[config.mk]
export PLATFORM = sky130hd
export DESIGN_NAME = fpadd_result_collector_flat
export DESIGN_NICKNAME = d
export VERILOG_FILES = /design/src/rtl/fpadd_result_collector_if.sv /design/src/rtl/fpadd_result_collector.sv /design/src/flat_wrapper.sv
export SDC_FILE = /design/constraint.sdc
export NUM_CORES = 1
export LEC_CHECK = 0
export ABC_AREA = 0
export CORE_MARGIN = 2
export CORE_UTILIZATION = 50
export DETAILED_ROUTE_END_ITERATION = 6
export GPL_TIMING_DRIVEN = 0
export HOLD_SLACK_MARGIN = 0.05
export PLACE_DENSITY = 0.7
export RECOVER_POWER = 50
export SLEW_MARGIN = 20
export SYNTH_ARGS = -nofsm -noshare
export SYNTH_HDL_FRONTEND = slang
export SYNTH_SLANG_ARGS = --single-unit
[constraint.sdc]
create_clock -name clk -period 4.85 [get_ports clk]
set_input_delay 0.97 -clock clk [delete_from_list [all_inputs] [get_ports clk]]
set_output_delay 0.97 -clock clk [all_outputs]
set_load 0.02 [all_outputs]
[src/rtl/fpadd_result_collector_if.sv]
// Bundle of the collector's upstream (adder stream and credit) and downstream
// (ready/valid head) signals. The slave modport is the collector's view; the
// master modport is the view of whatever drives and consumes it.
interface fpadd_result_collector_if #(
  parameter int DEPTH = 8
);
  localparam int CW = $clog2(DEPTH + 1);

  // Upstream credit handshake
  logic          issue_fire;
  logic          issue_ok;

  // Adder output stream
  logic          in_valid;
  logic [15:0]   in_result;
  logic          in_overflow;
  logic          in_zero;
  logic          in_nan;
  logic          in_precision_lost;

  // Downstream FIFO head
  logic          out_valid;
  logic          out_ready;
  logic [15:0]   out_data;
  logic [3:0]    out_flags;

  // Status
  logic [CW-1:0] count;
  logic [CW-1:0] inflight;
  logic [3:0]    sticky_flags;
  logic          sticky_clr;
  logic          drop_err;
  logic          proto_err;

  modport slave (
    input  issue_fire, in_valid, in_result, in_overflow, in_zero, in_nan,
           in_precision_lost, out_ready, sticky_clr,
    output issue_ok, out_valid, out_data, out_flags, count, inflight,
           sticky_flags, drop_err, proto_err
  );

  modport master (
    output issue_fire, in_valid, in_result, in_overflow, in_zero, in_nan,
           in_precision_lost, out_ready, sticky_clr,
    input  issue_ok, out_valid, out_data, out_flags, count, inflight,
           sticky_flags, drop_err, proto_err
  );
endinterface

[src/rtl/fpadd_result_collector.sv]
// Receiving end of the fp16 adder stream. Buffers results in a
// first-word-fall-through FIFO, hands out issue credits so the adder can never
// overrun the FIFO, and keeps sticky exception and protocol-error status.
module fpadd_result_collector #(
  parameter int DEPTH   = 8,
  parameter int LATENCY = 2
) (
  input  logic                     clk,
  input  logic                     rstn,
  fpadd_result_collector_if.slave  bus
);
  localparam int CW = $clog2(DEPTH + 1);
  localparam int AW = $clog2(DEPTH);

  // Elaboration-time parameter sanity
  if (DEPTH < 2 || (DEPTH & (DEPTH - 1)) != 0) begin : g_bad_depth
    $error("DEPTH must be a power of two and at least 2");
  end
  if (LATENCY < 1 || LATENCY > DEPTH) begin : g_bad_latency
    $error("LATENCY must be between 1 and DEPTH");
  end

  logic [19:0]   mem [DEPTH];
  logic [AW-1:0] wr_ptr;
  logic [AW-1:0] rd_ptr;
  logic [CW-1:0] count_q;
  logic [CW-1:0] inflight_q;
  logic [3:0]    sticky_q;
  logic          drop_err_q;
  logic          proto_err_q;

  logic [3:0]    flags_in;
  logic [19:0]   head;
  logic [CW:0]   credit_sum;
  logic          full;
  logic          pop;
  logic          push;
  logic          drop;
  logic          proto_evt;
  logic          credit_ok;

  assign flags_in   = {bus.in_nan, bus.in_overflow, bus.in_zero, bus.in_precision_lost};
  assign full       = (count_q == CW'(DEPTH));
  assign pop        = (count_q != '0) && bus.out_ready;
  // A full FIFO still accepts a push when the head leaves in the same cycle.
  assign push       = bus.in_valid && (!full || pop);
  assign drop       = bus.in_valid && full && !pop;
  // Credit looks only at registered state; a same-cycle pop is credited next cycle.
  assign credit_sum = {1'b0, count_q} + {1'b0, inflight_q};
  assign credit_ok  = (credit_sum < (CW + 1)'(DEPTH));
  assign proto_evt  = (bus.issue_fire && !credit_ok) ||
                      (bus.in_valid && (inflight_q == '0) && !bus.issue_fire);

  // Result storage: written on accepted pushes only
  // NOTE: the data array has no reset; emptiness is tracked by count_q and the
  // head is masked while empty, so stale contents are never visible.
  always_ff @(posedge clk) begin
    if (push) mem[wr_ptr] <= {flags_in, bus.in_result};
  end

  // FIFO pointers and occupancy
  // NOTE: all sequential state uses non-blocking assignments so every register
  // samples pre-edge values regardless of statement order.
  always_ff @(posedge clk or negedge rstn) begin
    if (!rstn) begin
      wr_ptr  <= '0;
      rd_ptr  <= '0;
      count_q <= '0;
    end else begin
      if (push) wr_ptr <= wr_ptr + 1'b1;
      if (pop)  rd_ptr <= rd_ptr + 1'b1;
      if (push && !pop)      count_q <= count_q + 1'b1;
      else if (pop && !push) count_q <= count_q - 1'b1;
    end
  end

  // In-flight accounting, saturating at 0 and DEPTH
  always_ff @(posedge clk or negedge rstn) begin
    if (!rstn) begin
      inflight_q <= '0;
    end else if (bus.issue_fire && !bus.in_valid) begin
      if (inflight_q != CW'(DEPTH)) inflight_q <= inflight_q + 1'b1;
    end else if (bus.in_valid && !bus.issue_fire) begin
      if (inflight_q != '0) inflight_q <= inflight_q - 1'b1;
    end
  end

  // Sticky status; a coinciding set event wins over clear
  always_ff @(posedge clk or negedge rstn) begin
    if (!rstn) begin
      sticky_q    <= '0;
      drop_err_q  <= 1'b0;
      proto_err_q <= 1'b0;
    end else begin
      sticky_q    <= (bus.sticky_clr ? 4'b0000 : sticky_q) |
                     (bus.in_valid ? flags_in : 4'b0000);
      drop_err_q  <= (drop_err_q  && !bus.sticky_clr) || drop;
      proto_err_q <= (proto_err_q && !bus.sticky_clr) || proto_evt;
    end
  end

  // Head presentation, forced to zero while empty
  // NOTE: every output gets a default first so no path through the block
  // leaves a value held, which would infer a latch.
  always_comb begin
    head          = mem[rd_ptr];
    bus.out_valid = (count_q != '0);
    bus.out_data  = '0;
    bus.out_flags = '0;
    if (bus.out_valid) begin
      bus.out_data  = head[15:0];
      bus.out_flags = head[19:16];
    end
  end

  assign bus.issue_ok     = credit_ok;
  assign bus.count        = count_q;
  assign bus.inflight     = inflight_q;
  assign bus.sticky_flags = sticky_q;
  assign bus.drop_err     = drop_err_q;
  assign bus.proto_err    = proto_err_q;
endmodule

[src/flat_wrapper.sv]
// flat-port wrapper written by rule: the top's interface ports become plain ports
module fpadd_result_collector_flat 
#(
  parameter int DEPTH   = 8,
  parameter int LATENCY = 2
)
  (clk, rstn, bus_issue_fire, bus_in_valid, bus_in_result, bus_in_overflow, bus_in_zero, bus_in_nan, bus_in_precision_lost, bus_out_ready, bus_sticky_clr, bus_issue_ok, bus_out_valid, bus_out_data, bus_out_flags, bus_count, bus_inflight, bus_sticky_flags, bus_drop_err, bus_proto_err);
  fpadd_result_collector_if #(.DEPTH(DEPTH)) bus_i ();
  input  logic clk;
  input  logic rstn;
  input wire logic [$bits(bus_i.issue_fire)-1:0] bus_issue_fire;
  input wire logic [$bits(bus_i.in_valid)-1:0] bus_in_valid;
  input wire logic [$bits(bus_i.in_result)-1:0] bus_in_result;
  input wire logic [$bits(bus_i.in_overflow)-1:0] bus_in_overflow;
  input wire logic [$bits(bus_i.in_zero)-1:0] bus_in_zero;
  input wire logic [$bits(bus_i.in_nan)-1:0] bus_in_nan;
  input wire logic [$bits(bus_i.in_precision_lost)-1:0] bus_in_precision_lost;
  input wire logic [$bits(bus_i.out_ready)-1:0] bus_out_ready;
  input wire logic [$bits(bus_i.sticky_clr)-1:0] bus_sticky_clr;
  output wire logic [$bits(bus_i.issue_ok)-1:0] bus_issue_ok;
  output wire logic [$bits(bus_i.out_valid)-1:0] bus_out_valid;
  output wire logic [$bits(bus_i.out_data)-1:0] bus_out_data;
  output wire logic [$bits(bus_i.out_flags)-1:0] bus_out_flags;
  output wire logic [$bits(bus_i.count)-1:0] bus_count;
  output wire logic [$bits(bus_i.inflight)-1:0] bus_inflight;
  output wire logic [$bits(bus_i.sticky_flags)-1:0] bus_sticky_flags;
  output wire logic [$bits(bus_i.drop_err)-1:0] bus_drop_err;
  output wire logic [$bits(bus_i.proto_err)-1:0] bus_proto_err;
  assign bus_i.issue_fire = bus_issue_fire;
  assign bus_i.in_valid = bus_in_valid;
  assign bus_i.in_result = bus_in_result;
  assign bus_i.in_overflow = bus_in_overflow;
  assign bus_i.in_zero = bus_in_zero;
  assign bus_i.in_nan = bus_in_nan;
  assign bus_i.in_precision_lost = bus_in_precision_lost;
  assign bus_i.out_ready = bus_out_ready;
  assign bus_i.sticky_clr = bus_sticky_clr;
  assign bus_issue_ok = bus_i.issue_ok;
  assign bus_out_valid = bus_i.out_valid;
  assign bus_out_data = bus_i.out_data;
  assign bus_out_flags = bus_i.out_flags;
  assign bus_count = bus_i.count;
  assign bus_inflight = bus_i.inflight;
  assign bus_sticky_flags = bus_i.sticky_flags;
  assign bus_drop_err = bus_i.drop_err;
  assign bus_proto_err = bus_i.proto_err;
  fpadd_result_collector #(.DEPTH(DEPTH), .LATENCY(LATENCY)) u_core (.clk(clk), .rstn(rstn), .bus(bus_i));
endmodule
==> metrics.yaml <==
finClkSkew_ns: 0.00579
wl_mm: 13.9
ys_ff_latch: 180
rows: 44
hold_path_class: "reg2reg"
drc_errors: 0
tritoncts: "built"
p_sw_share_pct: 32.2
path_class: "reg2out"
worstMarginPinSlew_ns: 0.915
cts.repair.resized: 0
gp_congestion: 0.752
synthDistinctLibCells: 41
max_cap_violations: 0
initial_core_util_pct: 50.7
dp_hpwl_mm: 8.77
hold_violations: 0
ctsHoldBuffers: 0
die_h_um: 125
fin_cells: 649
yosysWarnings: 0
ant_nets: 0
crit_path_end_kind: "primary output"
cts_max_level: 4
power_frac_comb_pct: 38.2
dp_cells: 617
finalCriticalPeriod_ns: 3.75
grt_antenna_before_repair: 0
critical_path_required_ns: 3.88
netlist_instances: 367
core_um2: 14400
power_density_nw_per_um2: 650
syn_area_um2: 7280
arrival_ns: 2.78
syn_nets: 405
routed_via_density: 5.61
ys_seq_area_share_pct: 72.9
max_clock_freq_mhz: 267
die_w_um: 125
drt-pass1-iter-count: 4
wl_per_cell_um: 21.4
cts.sinks: 180
slew_violations: 0
clkPwrFrac_pct: 25.2
grt.overflow.total: 0
power.internal_mw: 3.89
seqPwrFrac_pct: 36.6
setup_viol: 0
multi_input_area_um2: 1880
cts.clk_slew.worst_paths_ns: 0.07
pin_count: 62
switching_power_mw: 1.85
grt_pass1_vias: 3843
die-area_um2: 15500
p_leak_nw: 3.04
fin_nets: 490
relSlewSlack_pct: 38.8
rsz0062_at_grt: "false"
clock_latency_ns: 0.43
diodes: 0
seqCellArea_um2: 5310
ir_drop_uv: 388
fill_cells: 1025
io_buffers: 60
track_usage_pct: 19.2
drt_iter0_drc: 336
drive_gt1_share_pct: 22.8
synth.avg_cell_area_um2: 19.8
post_cts_buffers: 0
p_total_mw: 5.74
max-clock-path-buffers: 2
timing.hold.ws_ns: 0.503
grt_max_degree: 21
cts_buffers: 17
area_growth_pct: 21.3
status: "finished, final reports clean"
grt_pass1_wl_mm: 21.7
min_period_over_period_pct: 77.3
start_kind: "register"
cts-root-buf: "clkbuf_16"
critPathMaxFanout: 10
r2r_setup_slack_ns: 1.88
vias: 3640
-- metrics by stage --
| stage | util (%) | instance area (um^2) | setup WS [ns] | setup TNS [ns] |
|---|---|---|---|---|
| floorplan | - | 7280 | 1.61 | 0 |
| global placement | 56.5 | 8110 | -0.306 | -11.95 |
| detailed placement | 57.3 | 8230 | 1.37 | 0 |
| CTS | 61.6 | 8850 | 1.08 | 0 |
| global route | 61.5 | 8830 | 0.931 | 0 |
| finish | 61.5 | 8830 | 1.10 | 0 |
-- synth_stat cells --
cell	n	share of area (%)
o21ai_2	1	0.12
buf_6	3	0.46
buf_2	7	0.48
nand3_1	2	0.14
inv_1	7	0.36
mux2i_1	22	3.0
edfxtp_1	160	66
or3_4	2	0.31
a22o_1	4	0.48
mux2_2	3	0.46
a2111oi_2	1	0.21
a31o_2	1	0.12
buf_1	1	0.051
nand2_1	8	0.41
o22ai_2	1	0.17
o32ai_1	1	0.12
a21oi_1	3	0.21
or2_2	1	0.086
nor3_1	6	0.41
o211a_1	1	0.14
nor2_1	27	1.4
dfrtp_1	20	6.9
mux2_4	1	0.21
clkbuf_1	4	0.21
nand2b_1	5	0.43
a2111oi_0	1	0.12
a21o_1	1	0.10
xor2_1	3	0.36
o21a_2	1	0.12
o21ai_0	3	0.21
a21o_2	1	0.12
nand2_2	1	0.086
ha_1	10	1.7
mux2_1	2	0.31
xnor2_1	5	0.60
o31ai_1	1	0.10
buf_4	2	0.21
nor2_2	1	0.086
nand4_1	1	0.086
fa_1	2	0.55
mux4_2	40	12
-- sequential cells by signal (all words and copies together), names as in the netlist --
name	count
u_core.rd_ptr	3
u_core.wr_ptr	3
u_core.bus.inflight	4
u_core.mem	160
u_core.bus.proto_err	1
u_core.bus.sticky_flags	4
u_core.bus.drop_err	1
u_core.bus.count	4
-- logic make-up after synthesis --
kind of cell | count (synthesis) | share of synthesized area (%)
DFF | 180 | 72.9
xor gates and xnor gates | 8 | 0.962
and+or+nand+nor | 54 | 3.44
adders and majority gates | 12 | 2.27
buffers and inverters | 24 | 1.77
AOI/OAI and AO/OA | 21 | 2.34
muxes | 68 | 16.4
-- layout by cell type (no fill, tap or decap), drive strengths merged, types with 5 or more instances in the layout --
cell | Yosys | final
nand2 | 9 | 9
edfxtp | 160 | 160
mux2i | 22 | 22
nand2b | 5 | 5
ha | 10 | 10
nor3 | 6 | 6
dfrtp | 20 | 20
inv | 7 | 11
buf | 13 | 19
xnor2 | 5 | 5
dlygate4sd3 | 0 | 25
clkdlybuf4s50 | 0 | 35
mux4 | 40 | 40
clkinv | 0 | 5
nor2 | 28 | 28
clkbuf | 4 | 21
mux2 | 6 | 6
-- critical path, stage by stage, from the launching register on --
cell,delay (ns)
dfrtp_1,0.45
or3_1,0.46
nor2_1,0.22
clkbuf_1,0.49
nor2_1,0.16
clkdlybuf4s50_1,0.58
-- area by class of cell --
| class | count | share of cell area, % |
|---|---|---|
| Tap cell | 184 | 2.61 |
| Multi-Input combinational cell | 163 | 21.3 |
| Clock inverter | 15 | 2.28 |
| Buffer | 17 | 1.16 |
| Inverter | 7 | 0.297 |
| Timing Repair Buffer | 66 | 7.48 |
| Clock buffer | 17 | 4.82 |
| Sequential cell | 180 | 60.1 |
-- path summary, 6_finish.rpt --
path / from / to / cells past startpoint
hold reg to reg: u_core.bus.proto_err / u_core.bus.proto_err / 2
min in group asynchronous: rstn / u_core.bus.proto_err / 1
setup reg to reg: u_core.bus.count[1] / u_core.bus.count[3] / 10
hold / removal: u_core.bus.proto_err / u_core.bus.proto_err / 2
setup / recovery: u_core.bus.count[1] / bus_out_flags[2] / 5
max in group asynchronous: rstn / u_core.bus.drop_err / 1
-- routing by layer --
metal / GRT usage (%) / routed length [um] / vias up
met2: 32.4 / 7320 / 77
met1: 24.3 / 5880 / 1900
met3: 4.30 / 456 / 17
met4: 7.73 / 206 / 0
li1: - / - / 1646
met5: 0 / 0 / -
-- power by group through the flow --
stage | Combinational (mW) | Clock, mW | Sequential [mW]
after global placement | 2.16 | 0 | 2.13
after floorplan | 1.37 | 0 | 2.15
final | 2.19 | 1.45 | 2.10
after global routing | 2.37 | 1.52 | 2.13
after CTS | 2.26 | 1.47 | 2.11
after detailed placement | 2.25 | 0 | 2.14
(Power assumes the default switching activity.)
